`config.mk`:
```
export PLATFORM = sky130hd
export DESIGN_NAME = level_sequencer
export DESIGN_NICKNAME = d
export VERILOG_FILES = /design/src/rtl/game_pkg.sv /design/src/rtl/dwell_timer.sv /design/src/rtl/level_sequencer.sv
export SDC_FILE = /design/constraint.sdc
export NUM_CORES = 1
export LEC_CHECK = 0
export BUFFER_PORTS_ARGS = -buffer_cell sky130_fd_sc_hd__buf_4
export CORE_MARGIN = 4
export CORE_UTILIZATION = 25
export DETAILED_ROUTE_END_ITERATION = 8
export PLACE_DENSITY = 0.51
export SLEW_MARGIN = 20
export SYNTH_ARGS = -nofsm -noshare
export SYNTH_HDL_FRONTEND = slang
export SYNTH_SLANG_ARGS = --single-unit
```
`constraint.sdc`:
```
create_clock -name clk -period 7.6 [get_ports clk]
set_clock_uncertainty 0.15 [all_clocks]
set_input_delay 1.52 -clock clk [delete_from_list [all_inputs] [get_ports clk]]
set_output_delay 1.52 -clock clk [all_outputs]
set_load 0.02 [all_outputs]
```
`src/rtl/game_pkg.sv`:
```
// Shared types and constants for the typing-game flow controller.
// Holds the FSM state encoding, key codes, result codes and level lengths.
// Pure declarations: no logic and no timing.
package game_pkg;

  typedef enum logic [2:0] {
    ST_IDLE  = 3'd0,
    ST_INTRO = 3'd1,
    ST_TYPE  = 3'd2,
    ST_CHECK = 3'd3,
    ST_WIN   = 3'd4,
    ST_FAIL  = 3'd5,
    ST_DONE  = 3'd6
  } state_t;

  localparam int TIMER_W = 28;

  localparam logic [7:0] KEY_ENTER    = 8'h0D;
  localparam logic [7:0] KEY_ESC      = 8'h1B;
  localparam logic [7:0] KEY_PRINT_LO = 8'h20;
  localparam logic [7:0] KEY_PRINT_HI = 8'h7E;

  localparam logic [1:0] RES_NONE = 2'b00;
  localparam logic [1:0] RES_WIN  = 2'b01;
  localparam logic [1:0] RES_FAIL = 2'b10;
  localparam logic [1:0] RES_DONE = 2'b11;

  // Characters per level; level 1 is "BU ENGINEERING". The fourth entry only
  // matters for a four-level build and mirrors level 2 until one is written.
  localparam logic [7:0] LEVEL_LEN [4] = '{8'd5, 8'd14, 8'd9, 8'd9};

  function automatic logic is_printable(input logic [7:0] k);
    return (k >= KEY_PRINT_LO) && (k <= KEY_PRINT_HI);
  endfunction

endpackage

```
`src/rtl/dwell_timer.sv`:
```
// Down-counter that times how long the FSM dwells in a state.
// Latency: load takes effect at the next edge; expired is a decode of the count.
// No backpressure: counts down every cycle and holds at zero.
module dwell_timer
  import game_pkg::*;
(
  input  logic               clk,
  input  logic               reset,
  input  logic               load,
  input  logic [TIMER_W-1:0] value,
  output logic               expired
);

  logic [TIMER_W-1:0] count;

  // Reload on state entry, otherwise count down to zero and stay there.
  always_ff @(posedge clk) begin
    if (reset) begin
      count <= '0;
    end else if (load) begin
      count <= value;
    end else if (count != '0) begin
      count <= count - 1'b1;
    end
  end

  assign expired = (count == '0);

endmodule

```
`src/rtl/level_sequencer.sv`:
```
// Game-flow FSM: intro, typing, win check and result screens per level.
// Latency: every output is registered and reflects the key/flag sampled one edge earlier.
// No backpressure: keys arriving in states that do not use them are dropped.
module level_sequencer
  import game_pkg::*;
#(
  parameter int NUM_LEVELS    = 3,
  parameter int INTRO_CYCLES  = 100_000_000,
  parameter int RESULT_CYCLES = 200_000_000,
  parameter int CHECK_CYCLES  = 4
) (
  input  logic       clk,
  input  logic       reset,
  input  logic       key_valid,
  input  logic [7:0] key_ascii,
  input  logic       lvl_won,
  output logic [1:0] level,
  output logic [7:0] letter,
  output logic [7:0] counter,
  output logic       level_reset,
  output logic       show_intro,
  output logic [1:0] show_result,
  output logic [2:0] state_dbg
);

  state_t             state, state_next;
  logic [1:0]         level_next;
  logic [7:0]         letter_next, counter_next;
  logic [7:0]         len;
  logic               entering_intro;
  logic               timer_load, timer_expired;
  logic [TIMER_W-1:0] timer_value;

  assign len       = LEVEL_LEN[level];
  assign state_dbg = state;

  dwell_timer u_timer (
    .clk     (clk),
    .reset   (reset),
    .load    (timer_load),
    .value   (timer_value),
    .expired (timer_expired)
  );

  // State register.
  always_ff @(posedge clk) begin
    if (reset) state <= ST_IDLE;
    else       state <= state_next;
  end

  // Next-state, key handling and timer load value.
  always_comb begin
    state_next   = state;
    level_next   = level;
    letter_next  = letter;
    counter_next = counter;
    case (state)
      ST_IDLE:  if (key_valid) state_next = ST_INTRO;
      ST_INTRO: if (timer_expired) state_next = ST_TYPE;
      ST_TYPE: begin
        if (key_valid) begin
          if (key_ascii == KEY_ESC) begin
            state_next = ST_INTRO;
          end else if (key_ascii == KEY_ENTER && counter == len) begin
            // L+1 is the submit code the displays look for.
            counter_next = len + 8'd1;
            state_next   = ST_CHECK;
          end else if (is_printable(key_ascii) && counter < len) begin
            letter_next  = key_ascii;
            counter_next = counter + 8'd1;
          end
        end
      end
      ST_CHECK: begin
        if (lvl_won)            state_next = ST_WIN;
        else if (timer_expired) state_next = ST_FAIL;
      end
      ST_WIN: begin
        if (timer_expired) begin
          if (level == 2'(NUM_LEVELS - 1)) begin
            state_next = ST_DONE;
          end else begin
            level_next = level + 2'd1;
            state_next = ST_INTRO;
          end
        end
      end
      ST_FAIL: if (timer_expired) state_next = ST_INTRO;
      ST_DONE: begin
        if (key_valid) begin
          state_next = ST_IDLE;
          level_next = 2'd0;
        end
      end
      default: state_next = ST_IDLE;
    endcase

    entering_intro = (state_next == ST_INTRO) && (state != ST_INTRO);
    if (entering_intro) begin
      counter_next = 8'd0;
      letter_next  = 8'h00;
    end

    // Timer value is one less than the dwell so the state lasts exactly N cycles.
    timer_load = (state_next != state);
    case (state_next)
      ST_INTRO:        timer_value = TIMER_W'(INTRO_CYCLES - 1);
      ST_CHECK:        timer_value = TIMER_W'(CHECK_CYCLES - 1);
      ST_WIN, ST_FAIL: timer_value = TIMER_W'(RESULT_CYCLES - 1);
      default:         timer_value = '0;
    endcase
  end

  // Datapath and registered screen controls; level_reset holds high out of reset.
  always_ff @(posedge clk) begin
    if (reset) begin
      level       <= 2'd0;
      letter      <= 8'h00;
      counter     <= 8'd0;
      level_reset <= 1'b1;
      show_intro  <= 1'b0;
      show_result <= RES_NONE;
    end else begin
      level       <= level_next;
      letter      <= letter_next;
      counter     <= counter_next;
      level_reset <= entering_intro;
      show_intro  <= (state_next == ST_INTRO);
      case (state_next)
        ST_WIN:  show_result <= RES_WIN;
        ST_FAIL: show_result <= RES_FAIL;
        ST_DONE: show_result <= RES_DONE;
        default: show_result <= RES_NONE;
      endcase
    end
  end

endmodule
```
==> out/qor.txt <==
====================================================================================================
Antenna diodes ........................................................................            0
Top layer in use ......................................................................         met4
Seq/Total Area, Yosys .................................................................        37.3%
Fillcell total ........................................................................         1154
End point of the most critical hold path ..............................................   counter[5]
Synthesized net count .................................................................          362
Count of nets left with antenna violations after detail routing .......................            0
Worst-path fanout max .................................................................           17
Number of buffers added by the clock tree synthesis step ..............................            5
Worst Max-Slew Pin Slew ...............................................................     0.818 ns
Worst Setup Path Type ................................................................. input pin to flip-flop
Result of the run ..................................................................... finished, final reports clean
Number of maximum-capacitance violations ..............................................            0
Number of clock sinks .................................................................           53
HP Class .............................................................................. flip-flop to flip-flop
Library cells used by synthesis .......................................................           53
Wire length of the first global-routing pass ..........................................     11600 µm
Average cell area after synthesis .....................................................     8.35 µm²
Metal1 wirelength .....................................................................      3380 µm
Fraction of layout cells with a size suffix above 1 ...................................        15.5%
Clock-pin slew reported for the worst setup and hold paths after clock tree synthesis .      0.07 ns
Crit Reg-Reg Startpoint ...............................................................     level[1]
Total wire length .....................................................................      7120 µm
Number of flops mapped to enable cells by yosys .......................................            0
Slew margin rel. ......................................................................        45.3%
Clock network latency to the later pin of the worst-skew pair .........................      0.29 ns
Hold_buf cts ..........................................................................            0
Reg2Reg Capture Point .................................................................    letter[7]
Antenna violations before repair ......................................................            0
Routed length on met2 .................................................................      3330 µm
Slowest cell on the critical path ..................................................... sky130_fd_sc_hd__nor4_1
Maximum clock rate ....................................................................      245 MHz
Post-route clock period utilization ...................................................        53.8%
Endpoint kind of the worst setup timing path ..........................................    flip-flop
Slowest cell delay on critical path ...................................................      0.56 ns
Register-to-register setup slack ......................................................      3.83 ns
Starting DRT DRC Count ................................................................          168
Vias in the first global route ........................................................         2397
Post-synthesis async set-or-reset flop share ..........................................           0%
Worst R2R Path Depth ..................................................................           11
Area used by multi-input combinational logic ..........................................     1670 µm²
Worst Path Arrival ....................................................................      4.09 ns
Y dimension of the die ................................................................       115 µm
Flops & latches, synth ................................................................           53
Sum Neg Setup Slack ...................................................................         0 ns
Hold path depth .......................................................................            2
Design area ...........................................................................     3380 µm²
Net count of the finished layout ......................................................          394
Standard-cell rows ....................................................................           38
Cell Chain, Critical Path ............................................................. buf_4, or4bb_1, nor4_1, o22ai_1, o211a_1, nor4_1, or2_1, nor3b_1
Mapped cell area ......................................................................     2850 µm²
Area of the core region ...............................................................    11000 µm²
Setup crit start kind .................................................................    input pin
Total Die Area ........................................................................    13200 µm²
Number of remaining DRC errors ........................................................            0
Timing startpoint of the critical path ................................................ key_ascii[1]
Post-CTS Resized ......................................................................            0
Vias per Instance .....................................................................         4.81
Launch point of the worst hold path ...................................................   counter[5]
Port bufs .............................................................................           36
CP delay by family, top ............................................................... simple AND/OR/NAND/NOR gates
CTS Root Buffer Type .................................................................. sky130_fd_sc_hd__clkbuf_16
Area occupied by registers ............................................................     1060 µm²
Worst slack after detailed placement ..................................................      3.17 ns
WL/cell ...............................................................................      13.9 µm
Critical path buffers and inverters ...................................................            1
Global-route usage over all layers ....................................................        11.1%
Unrepaired setup endpoints after global routing .......................................        false
Cell Count, Final, Fillers Out ........................................................          514
Setup violation total in the final timing report ......................................            0
Detail Placement HPWL .................................................................      5250 µm
Effective utilization at floorplan ....................................................        25.9%
# IOs .................................................................................           37
Area added between synthesis and finish ...............................................        18.8%
Post-CTS setup-driven buffer insertion count ..........................................            0
Count of placed standard cells including taps .........................................          506
First-pass detailed-route iteration total .............................................            4
Total leakage power ...................................................................      1.32 nW
Horizontal die dimension ..............................................................       115 µm
Routed wire length on met3 ............................................................       297 µm
Total count of max-transition violations in the final report ..........................            0
DP Area ...............................................................................     3240 µm²
TritonCTS clock tree ..................................................................          yes
Warnings from Yosys ...................................................................            0
Peak supply drop ......................................................................  0.0000800 V
GRT overflow ..........................................................................            0
WP data required ......................................................................      7.60 ns
Largest buffer count on any clock path ................................................            2
Global placement routability congestion ...............................................        0.812
Top_reg_cell synth .................................................................... sky130_fd_sc_hd__dfxtp_1
Cell area power density ...............................................................   199 nW/µm²
Post-layout minimum cycle time ........................................................      4.09 ns
Endpoints failing hold ................................................................            0
Cells after synthesis .................................................................          341
CTS H-Tree Depth ......................................................................            2
Largest net degree at the start of global routing .....................................           18
Via count .............................................................................         2472
Final Worst Setup Slack ...............................................................      3.51 ns
Critical Path Most Common Cell ........................................................ sky130_fd_sc_hd__nor4_1
====================================================================================================
[metal layers]
metal / GRT usage (%) / up-vias
met1: 13.8 / 1143
li1: - / 1276
met4: 3.99 / 0
met2: 18.6 / 44
met3: 2.79 / 9
met5: 0 / -
[cell usage after synthesis, types with 6 or more instances]
library cell	number	area, µm²
sky130_fd_sc_hd__a21oi_1	22	110
sky130_fd_sc_hd__clkbuf_1	6	22.5
sky130_fd_sc_hd__dfxtp_1	53	1060
sky130_fd_sc_hd__ha_1	9	113
sky130_fd_sc_hd__inv_1	13	48.8
sky130_fd_sc_hd__mux2i_1	8	80.1
sky130_fd_sc_hd__nand2_1	30	113
sky130_fd_sc_hd__nand3_1	7	35.0
sky130_fd_sc_hd__nor2_1	41	154
sky130_fd_sc_hd__nor2b_1	7	43.8
sky130_fd_sc_hd__nor3_1	11	55.1
sky130_fd_sc_hd__nor4_1	8	50.1
sky130_fd_sc_hd__o21ai_0	13	65.1
sky130_fd_sc_hd__or3_1	7	43.8
sky130_fd_sc_hd__xnor2_1	8	70.1
sky130_fd_sc_hd__xor2_1	17	149
[where the power goes]
part	switching (mW)	internal, mW	leakage, nW
logic	0.0719	0.0560	0.812
registers	0.0180	0.296	0.433
clock network	0.108	0.123	0.0702
total	0.198	0.475	1.32
[cell usage in the layout, fill, tap and decap left out, types with 2 or more instances in the layout]
cell type / synthesis / layout
sky130_fd_sc_hd__a211oi_1: 4 / 4
sky130_fd_sc_hd__a21o_1: 4 / 4
sky130_fd_sc_hd__a21oi_1: 22 / 22
sky130_fd_sc_hd__and2_1: 4 / 4
sky130_fd_sc_hd__buf_4: 3 / 38
sky130_fd_sc_hd__clkbuf_16: 0 / 5
sky130_fd_sc_hd__dfxtp_1: 53 / 53
sky130_fd_sc_hd__ha_1: 9 / 9
sky130_fd_sc_hd__inv_1: 13 / 13
sky130_fd_sc_hd__mux2i_1: 8 / 8
sky130_fd_sc_hd__nand2_1: 30 / 30
sky130_fd_sc_hd__nand2b_1: 5 / 5
sky130_fd_sc_hd__nand3_1: 7 / 7
sky130_fd_sc_hd__nand4_1: 5 / 5
sky130_fd_sc_hd__nor2_1: 41 / 41
sky130_fd_sc_hd__nor2b_1: 7 / 7
sky130_fd_sc_hd__nor3_1: 11 / 11
sky130_fd_sc_hd__nor4_1: 8 / 8
sky130_fd_sc_hd__o211a_1: 2 / 2
sky130_fd_sc_hd__o211ai_1: 4 / 4
sky130_fd_sc_hd__o21a_1: 4 / 4
sky130_fd_sc_hd__o21ai_0: 13 / 13
sky130_fd_sc_hd__o21ai_1: 2 / 2
sky130_fd_sc_hd__o21bai_1: 2 / 2
sky130_fd_sc_hd__o22ai_1: 2 / 2
sky130_fd_sc_hd__o31ai_1: 4 / 4
sky130_fd_sc_hd__or2_1: 2 / 2
sky130_fd_sc_hd__or2_2: 3 / 3
sky130_fd_sc_hd__or3_1: 7 / 7
sky130_fd_sc_hd__or4_1: 4 / 4
sky130_fd_sc_hd__or4_4: 5 / 5
sky130_fd_sc_hd__xnor2_1: 8 / 8
sky130_fd_sc_hd__xor2_1: 17 / 17
[worst register-to-register path, stage by stage (launching register included)]
cell	delay [ns]
sky130_fd_sc_hd__dfxtp_1	0.48
sky130_fd_sc_hd__inv_1	0.13
sky130_fd_sc_hd__ha_1	0.21
sky130_fd_sc_hd__inv_1	0.11
sky130_fd_sc_hd__ha_1	0.13
sky130_fd_sc_hd__or4bb_1	0.46
sky130_fd_sc_hd__nor4_1	0.56
sky130_fd_sc_hd__o22ai_1	0.22
sky130_fd_sc_hd__o211a_1	0.20
sky130_fd_sc_hd__nor4_1	0.35
sky130_fd_sc_hd__or2_1	0.54
sky130_fd_sc_hd__nor3b_1	0.10
[flip-flops by register name, indices dropped and copies added, names as in the netlist]
signal,flops
counter,8
state_dbg,3
letter,8
level_reset,1
u_timer.count,28
show_result,2
level,2
show_intro,1
[cells by family (layout without fill, tap and decap cells)]
family          after synthesis  in the layout  synth area share (%)
xor+xnor                     25             25                  7.69
flops                        53             53                  37.3
buf+inv                      26             59                  4.22
fa+ha+maj                     9              9                  3.95
compound gates               73             73                  16.7
mux                           8              8                  2.81
simple gates                147            147                  27.4
[how the worst max path moves through the flow]
stage            endpoint  slack, ns  cells after the start
2_1_floorplan  counter[2]       3.66                      7
3_3_place_gp    letter[7]       3.21                      8
3_5_place_dp    letter[3]       3.17                      8
4_1_cts         letter[3]       3.48                      8
5_1_grt         letter[3]       3.30                      8
6_report        letter[7]       3.51                      8
[layout make-up]
| type | instances | share of cell area, % |
|---|---|---|
| Inverter | 13 | 1.44 |
| Timing Repair Buffer | 38 | 8.43 |
| Clock inverter | 3 | 0.629 |
| Tap cell | 140 | 5.18 |
| Multi-Input combinational cell | 262 | 49.3 |
| Clock buffer | 5 | 3.70 |
| Sequential cell | 53 | 31.4 |
[through the flow]
| step | hold WS (ns) | util (%) | power [mW] |
|---|---|---|---|
| final | 0.291 | 30.8 | 0.672 |
| after global routing | 0.322 | 30.8 | 0.712 |
| after CTS | 0.294 | 30.8 | 0.684 |
| after detailed placement | 0.282 | 29.5 | 0.448 |
| after global placement | 0.284 | 29.5 | 0.447 |
| after floorplan | 0.352 | - | 0.421 |
(Power assumes the default switching activity.)
